[src/rtl/mda_motor_control_ramp_sched_pkg.sv]
// Shared definitions for the motor ramp scheduler.
// Contents:
//   PERIOD_LENGTH - width of period/duty/target words
//   DWELL_W       - width of the per-motor dwell counter
//   scan_state_e  - scan FSM states (IDLE / RD / UPD)
//   ramp_sign_e   - position of a duty value relative to the brake point
//   side_of()     - classifies a duty value against the brake point
package mda_motor_control_ramp_sched_pkg;

    localparam int PERIOD_LENGTH = 16;
    localparam int DWELL_W       = 8;

    typedef enum logic [1:0] {
        ST_IDLE = 2'b00,
        ST_RD   = 2'b01,
        ST_UPD  = 2'b10
    } scan_state_e;

    typedef enum logic [1:0] {
        SIGN_ZERO = 2'b00,
        SIGN_POS  = 2'b01,
        SIGN_NEG  = 2'b11
    } ramp_sign_e;

    function automatic ramp_sign_e side_of(input logic [PERIOD_LENGTH-1:0] x,
                                           input logic [PERIOD_LENGTH-1:0] half);
        if (x > half)
            return SIGN_POS;
        else if (x < half)
            return SIGN_NEG;
        else
            return SIGN_ZERO;
    endfunction

endpackage

[src/rtl/mda_motor_control_ramp_sched_ramp_step.sv]
// Combinational ramp-step datapath shared by all motors.
// Given one motor's on state, current duty, target, dwell count and the
// shared period/step/dwell settings, produces that motor's next duty and
// next dwell count for one ramp tick.
// Ports:
//   on          in   1    motor on state
//   cur         in   16   current duty
//   tgt         in   16   target duty
//   half        in   16   brake point (period >> 1)
//   period      in   16   shared PWM period
//   step        in   16   max duty change per tick
//   dwell       in   8    remaining dwell ticks
//   dwell_ticks in   8    dwell reload on reaching the brake point
//   next_cur    out  16   updated duty
//   next_dwell  out  8    updated dwell count
module mda_motor_control_ramp_sched_ramp_step
    import mda_motor_control_ramp_sched_pkg::*;
(
    input  logic                     on,
    input  logic [PERIOD_LENGTH-1:0] cur,
    input  logic [PERIOD_LENGTH-1:0] tgt,
    input  logic [PERIOD_LENGTH-1:0] half,
    input  logic [PERIOD_LENGTH-1:0] period,
    input  logic [PERIOD_LENGTH-1:0] step,
    input  logic [DWELL_W-1:0]       dwell,
    input  logic [DWELL_W-1:0]       dwell_ticks,
    output logic [PERIOD_LENGTH-1:0] next_cur,
    output logic [DWELL_W-1:0]       next_dwell
);

    ramp_sign_e cur_side;
    ramp_sign_e tgt_side;
    logic       reversal;

    logic [PERIOD_LENGTH-1:0] half_diff;
    logic [PERIOD_LENGTH-1:0] half_move;
    logic [PERIOD_LENGTH-1:0] half_next;
    logic [PERIOD_LENGTH-1:0] tgt_diff;
    logic [PERIOD_LENGTH-1:0] tgt_move;
    logic [PERIOD_LENGTH-1:0] tgt_next;

    assign cur_side = side_of(cur, half);
    assign tgt_side = side_of(tgt, half);

    // Opposite sides of the brake point means the motor must pass through half.
    assign reversal = ((cur_side == SIGN_POS) && (tgt_side == SIGN_NEG)) ||
                      ((cur_side == SIGN_NEG) && (tgt_side == SIGN_POS));

    // Differences are always larger-minus-smaller and the move is capped at
    // the difference, so neither path can wrap or overshoot.
    assign half_diff = (cur > half) ? (cur - half) : (half - cur);
    assign half_move = (step < half_diff) ? step : half_diff;
    assign half_next = (cur > half) ? (cur - half_move) : (cur + half_move);

    assign tgt_diff  = (cur > tgt) ? (cur - tgt) : (tgt - cur);
    assign tgt_move  = (step < tgt_diff) ? step : tgt_diff;
    assign tgt_next  = (cur > tgt) ? (cur - tgt_move) : (cur + tgt_move);

    always_comb begin
        next_cur   = cur;
        next_dwell = dwell;
        if (!on) begin
            next_cur   = half;
            next_dwell = '0;
        end else if (cur > period) begin
            next_cur = period;
        end else if (dwell != '0) begin
            next_dwell = dwell - DWELL_W'(1);
        end else if (reversal) begin
            next_cur = half_next;
            if (half_next == half)
                next_dwell = dwell_ticks;
        end else begin
            next_cur = tgt_next;
        end
    end

endmodule

[src/rtl/mda_motor_control_ramp_sched.sv]
// Slew-rate scheduler for the per-motor H-bridge PWM generators.
// Holds a target and current duty per motor; on every ramp tick it walks
// all motors through one shared ramp-step datapath (2 cycles per motor).
// Ports:
//   clk          in   1          system clock
//   reset        in   1          synchronous active-high reset
//   period       in   16         shared PWM period; half is the brake point
//   step         in   16         max duty change per motor per tick
//   dwell_ticks  in   8          ticks held at half on a direction reversal
//   wr_en        in   1          one-cycle command strobe
//   wr_addr      in   ADDR_W     motor index
//   wr_data      in   16         new target duty
//   wr_on        in   1          new on state
//   duty_out     out  16*N       current duty, motor i at [16*i+15:16*i]
//   on_out       out  N          per-motor on state
//   busy         out  1          high while a scan is in progress
module mda_motor_control_ramp_sched
    import mda_motor_control_ramp_sched_pkg::*;
#(
    parameter  int NUM_MOTORS = 8,
    parameter  int TICK_DIV   = 16000,
    localparam int ADDR_W     = (NUM_MOTORS > 1) ? $clog2(NUM_MOTORS) : 1
) (
    input  logic                                clk,
    input  logic                                reset,
    input  logic [PERIOD_LENGTH-1:0]            period,
    input  logic [PERIOD_LENGTH-1:0]            step,
    input  logic [DWELL_W-1:0]                  dwell_ticks,
    input  logic                                wr_en,
    input  logic [ADDR_W-1:0]                   wr_addr,
    input  logic [PERIOD_LENGTH-1:0]            wr_data,
    input  logic                                wr_on,
    output logic [PERIOD_LENGTH*NUM_MOTORS-1:0] duty_out,
    output logic [NUM_MOTORS-1:0]               on_out,
    output logic                                busy
);

    localparam int CNT_W = (TICK_DIV > 1) ? $clog2(TICK_DIV) : 1;
    localparam logic [ADDR_W-1:0] LAST_IDX = ADDR_W'(NUM_MOTORS - 1);

    logic [PERIOD_LENGTH-1:0] cur_mem   [NUM_MOTORS];
    logic [PERIOD_LENGTH-1:0] tgt_mem   [NUM_MOTORS];
    logic [DWELL_W-1:0]       dwell_mem [NUM_MOTORS];

    logic [CNT_W-1:0]  tick_cnt;
    logic              tick;
    logic              tick_pend;
    logic              pend_d;
    scan_state_e       state_q;
    scan_state_e       state_d;
    logic [ADDR_W-1:0] idx_q;
    logic [ADDR_W-1:0] idx_d;

    logic [PERIOD_LENGTH-1:0] lat_tgt;
    logic [PERIOD_LENGTH-1:0] lat_cur;
    logic [DWELL_W-1:0]       lat_dwell;
    logic [PERIOD_LENGTH-1:0] half;
    logic [PERIOD_LENGTH-1:0] wr_tgt;
    logic [PERIOD_LENGTH-1:0] upd_cur;
    logic [DWELL_W-1:0]       upd_dwell;
    logic                     wr_addr_ok;
    logic                     upd_blocked;

    assign half        = period >> 1;
    assign wr_tgt      = (wr_data > period) ? period : wr_data;
    assign wr_addr_ok  = (int'(wr_addr) < NUM_MOTORS);
    // A same-cycle write to the motor being updated takes precedence.
    assign upd_blocked = wr_en && wr_addr_ok && (wr_addr == idx_q);
    assign tick        = (tick_cnt == CNT_W'(TICK_DIV - 1));
    assign busy        = (state_q != ST_IDLE);

    for (genvar g = 0; g < NUM_MOTORS; g++) begin : g_duty
        assign duty_out[PERIOD_LENGTH*g +: PERIOD_LENGTH] = cur_mem[g];
    end

    mda_motor_control_ramp_sched_ramp_step u_ramp_step (
        .on          (on_out[idx_q]),
        .cur         (lat_cur),
        .tgt         (lat_tgt),
        .half        (half),
        .period      (period),
        .step        (step),
        .dwell       (lat_dwell),
        .dwell_ticks (dwell_ticks),
        .next_cur    (upd_cur),
        .next_dwell  (upd_dwell)
    );

    // Free-running tick divider; the tick pulse is the wrap cycle.
    always_ff @(posedge clk) begin
        if (reset)
            tick_cnt <= '0;
        else if (tick)
            tick_cnt <= '0;
        else
            tick_cnt <= tick_cnt + CNT_W'(1);
    end

    // Scan sequencing; a tick arriving mid-scan is remembered once and
    // starts the next scan as soon as the current one returns to IDLE.
    always_comb begin
        state_d = state_q;
        idx_d   = idx_q;
        pend_d  = tick_pend;
        case (state_q)
            ST_IDLE: begin
                if (tick || tick_pend) begin
                    state_d = ST_RD;
                    idx_d   = '0;
                    pend_d  = 1'b0;
                end
            end
            ST_RD: begin
                state_d = ST_UPD;
                if (tick)
                    pend_d = 1'b1;
            end
            ST_UPD: begin
                if (tick)
                    pend_d = 1'b1;
                if (idx_q == LAST_IDX) begin
                    state_d = ST_IDLE;
                end else begin
                    state_d = ST_RD;
                    idx_d   = idx_q + ADDR_W'(1);
                end
            end
            default: begin
                state_d = ST_IDLE;
            end
        endcase
    end

    always_ff @(posedge clk) begin
        if (reset) begin
            state_q   <= ST_IDLE;
            idx_q     <= '0;
            tick_pend <= 1'b0;
        end else begin
            state_q   <= state_d;
            idx_q     <= idx_d;
            tick_pend <= pend_d;
        end
    end

    // RD snapshots the motor's state so UPD sees a stable operand set.
    always_ff @(posedge clk) begin
        if (reset) begin
            lat_tgt   <= '0;
            lat_cur   <= '0;
            lat_dwell <= '0;
        end else if (state_q == ST_RD) begin
            lat_tgt   <= tgt_mem[idx_q];
            lat_cur   <= cur_mem[idx_q];
            lat_dwell <= dwell_mem[idx_q];
        end
    end

    // Per-motor state. A write snaps the duty to the brake point when the
    // motor is being switched on from off, or switched off; re-targeting a
    // running motor leaves its duty where it is and lets the ramp proceed.
    always_ff @(posedge clk) begin
        if (reset) begin
            for (int i = 0; i < NUM_MOTORS; i++) begin
                cur_mem[i]   <= '0;
                tgt_mem[i]   <= '0;
                dwell_mem[i] <= '0;
            end
            on_out <= '0;
        end else begin
            if ((state_q == ST_UPD) && !upd_blocked) begin
                cur_mem[idx_q]   <= upd_cur;
                dwell_mem[idx_q] <= upd_dwell;
            end
            if (wr_en && wr_addr_ok) begin
                tgt_mem[wr_addr] <= wr_tgt;
                on_out[wr_addr]  <= wr_on;
                if (!wr_on || !on_out[wr_addr]) begin
                    cur_mem[wr_addr]   <= half;
                    dwell_mem[wr_addr] <= '0;
                end
            end
        end
    end

endmodule

[config.mk]
export PLATFORM = sky130hd
export DESIGN_NAME = mda_motor_control_ramp_sched
export DESIGN_NICKNAME = d
export VERILOG_FILES = /design/src/rtl/mda_motor_control_ramp_sched_pkg.sv /design/src/rtl/mda_motor_control_ramp_sched_ramp_step.sv /design/src/rtl/mda_motor_control_ramp_sched.sv
export SDC_FILE = /design/constraint.sdc
export NUM_CORES = 1
export LEC_CHECK = 0
export CAP_MARGIN = 20
export CORE_ASPECT_RATIO = 1.5
export CORE_MARGIN = 2
export CORE_UTILIZATION = 40
export CTS_BUF_LIST = sky130_fd_sc_hd__clkbuf_16
export CTS_CLUSTER_DIAMETER = 80
export CTS_CLUSTER_SIZE = 8
export DETAILED_ROUTE_END_ITERATION = 12
export PLACE_DENSITY_LB_ADDON = 0.1
export SETUP_SLACK_MARGIN = 0.02
export SLEW_MARGIN = 20
export SYNTH_ARGS = -nofsm -noshare
export SYNTH_HDL_FRONTEND = slang
export SYNTH_SLANG_ARGS = --single-unit
[constraint.sdc]
create_clock -name clk -period 13 [get_ports clk]
set_input_delay 1.3 -clock clk [delete_from_list [all_inputs] [get_ports clk]]
set_output_delay 1.3 -clock clk [all_outputs]
set_load 0.02 [all_outputs]
==> results.yml <==
clock_network:
  cts_setup_buffers: 0
  post_cts_resized: 0
  clkSinkCount: 388
  clock_path_buffers: 3
  cts_hold_buf: 0
  root_buffer: "clkbuf_16"
  clkTransAtPathRegs_ns: 0.05
  htreeDepth: 2
  cts_tree: "built"
  cts_buffers: 54
  clk_latency_ns: 0.58
critical_path:
  regToRegSetupSlack_ns: 2.80
  critPathTopFamily: "compound AO/OA/AOI/OAI gates"
  critPathLaunchType: "input port"
  cp_max_fo: 37
  slowest_delay_ns: 0.98
  cpMostUsedCell: "ha_1"
  crit_required_ns: 13.51
  crit_type: "input port to flop"
  endpoint_kind: "flop"
  cp_data_arrival_time_ns: 12.02
  path_buf_inv: 3
  crit_path_top_delay_cell: "clkdlybuf4s50_1"
floorplan:
  core-area_um2: 64300
  start_util: 0.403
  die_h_um: 316
  num_io_pins: 200
  fp-row-count: 114
  die_area_um2: 66900
  die_x_um: 212
layout:
  nets: 3210
  area_growth_pct: 17.8
  fillers: 6212
  multi_input_area_um2: 14700
  layout_common_cells: "nor2_1, nand2_1, edfxtp_1"
  seq_area_um2: 10300
  diodes: 0
  layout-drive-gt1-share: 0.0751
  design_area_um2: 30600
  mostFrequentLayoutCell: "nor2_1"
logic_synthesis:
  ys_seq_area_frac: 0.395
  synth_nets: 3048
  synth.top_cell.area_share: 0.287
  async_reset_ff_frac: 0
  synth_ff_type: "edfxtp_1"
  ys_types: 82
  synth_area_leader_cell: "edfxtp_1"
  synth_area_um2: 25900
  synth.area.top_cells: "edfxtp_1, dfxtp_1, ha_1"
  syn_inst: 2798
  syn_area_per_cell_um2: 9.27
  yosys_warnings: 0
  synth_seq_cells: 388
  synth_edf_count: 248
route:
  viasPerCell: 6.22
  vias: 24100
  wire_per_inst_um: 30.7
  ant_nets: 0
  drt_iter0_markers: 2255
  dr.pass1.iters: 5
  route.detailed.drc: 0
  wirelength_um: 119000
outcome:
  status: "complete, no violations"
timing:
  slew_viol_final: 0
  grt_setup_unrepaired: "no"
  finalCriticalPeriod_ns: 11.51
  fmax_ghz: 0.0869
  max-slew-margin-rel: 0.245
  tns_ns: 0
  hold_viol: 0
  tightest_slew_ns: 1.13
  clock-skew-final_ns: 0.0255
  timing.final.crit_share: 0.886
  setup_violations: 0
global_routing:
  grt_pass1_wl_um: 168000
  gr-total-overflow: 0
  grt_start_max_net_pins: 65
  grt_pass1_vias: 23900
  grt_usage: 0.350
  antenna_found_initial: 0
place:
  io_buffer_count: 199
  hpwlAfterDp_um: 89800
  placed_area_um2: 29000
  place_congestion: 1.03
job:
  drv_cap: 0
worst_hold_path:
  hold_class: "flop to flop"
==> worst paths after layout <==
kind                                                   start                      endpoint  cells after the start
worst max register to register      lat_cur[13]$_SDFFE_PP0N_  dwell_mem[3][0]$_SDFFE_PP0P_                     36
worst min-delay path            dwell_mem[3][1]$_SDFFE_PP0P_  dwell_mem[3][1]$_SDFFE_PP0P_                      2
worst min register to register  dwell_mem[3][1]$_SDFFE_PP0P_  dwell_mem[3][1]$_SDFFE_PP0P_                      2
worst max-delay path                              period[14]  dwell_mem[3][0]$_SDFFE_PP0P_                     38
==> worst reg2reg max path, delay by kind of cell (launching register included) <==
| family | cells | cell delay (ns) |
|---|---|---|
| and+or+nand+nor | 14 | 3.03 |
| muxes | 2 | 0.87 |
| xor gates and xnor gates | 2 | 0.36 |
| AOI/OAI and AO/OA | 14 | 3.63 |
| buffers and inverters | 1 | 0.39 |
| adders and majority gates | 3 | 1.12 |
| DFF | 1 | 0.74 |
==> sequential cells by signal, summed over array words and instances, names as in the netlist <==
register and count:
lat_cur 16, idx_q 3, dwell_mem 64, tick_pend 1
lat_dwell 8, cur_mem 128, lat_tgt 16, tgt_mem 128
state_q 2, on_out 8, tick_cnt 14
==> synth_stat cells (6+ instances only) <==
cell type,number
nor2_1,342
xnor2_1,69
mux4_2,9
xor2_1,42
edfxtp_1,248
o21ai_0,180
a211oi_1,55
clkbuf_1,134
nand2_1,250
a221o_1,7
and3_1,12
ha_1,181
a22oi_1,38
o21bai_1,13
o211ai_1,48
buf_2,19
nand2b_1,13
a21o_1,53
o31ai_1,26
fa_1,6
o21a_1,30
a221oi_1,12
mux2_2,31
nand3_1,44
or3_1,14
a32o_1,9
or2_2,9
o22a_1,8
inv_1,102
nor4_1,6
buf_1,15
nand4_1,33
dfxtp_1,140
a311oi_1,24
nor2b_1,18
a31oi_1,21
a211o_1,12
nor3_1,44
a22o_1,107
o22ai_1,26
a31o_2,6
a21oi_1,146
and2_1,15
mux2i_1,105
==> metal layers <==
metal,share of wire,track usage
met1,0.36,0.389
met2,0.49,0.610
met3,0.063,0.0450
met4,0.087,0.265
met5,0,0
==> cells by family after synthesis <==
family                     share of synthesized area
AOI/OAI and AO/OA                              0.230
and+or+nand+nor                                0.140
DFF                                            0.395
xor gates and xnor gates                      0.0396
adders and majority gates                     0.0919
muxes                                         0.0623
buffers and inverters                         0.0407
==> per-stage QoR <==
step                      hold slack (ns)  instances  worst slack (ns)   util
final                               0.453       3867              1.49  0.475
after global routing                0.481       3867             0.886  0.475
after CTS                           0.455       3867              1.68  0.475
after detailed placement            0.442       3774              1.16  0.451
after global placement              0.428       3773              1.22  0.450
after floorplan                     0.420       2798              3.18      -
==> layout make-up <==
| class | count | share of cell area |
|---|---|---|
| multi-input combinational | 2137 | 0.481 |
| sequential | 388 | 0.336 |
| timing repair buffer | 276 | 0.0842 |
| clock buffer | 55 | 0.0450 |
| tap | 870 | 0.0356 |
| inverter | 103 | 0.0127 |
| clock inverter | 38 | 0.00569 |
Power is not shown: default switching activity piles up to over one toggle a cycle in this logic, so the estimate is an artifact.
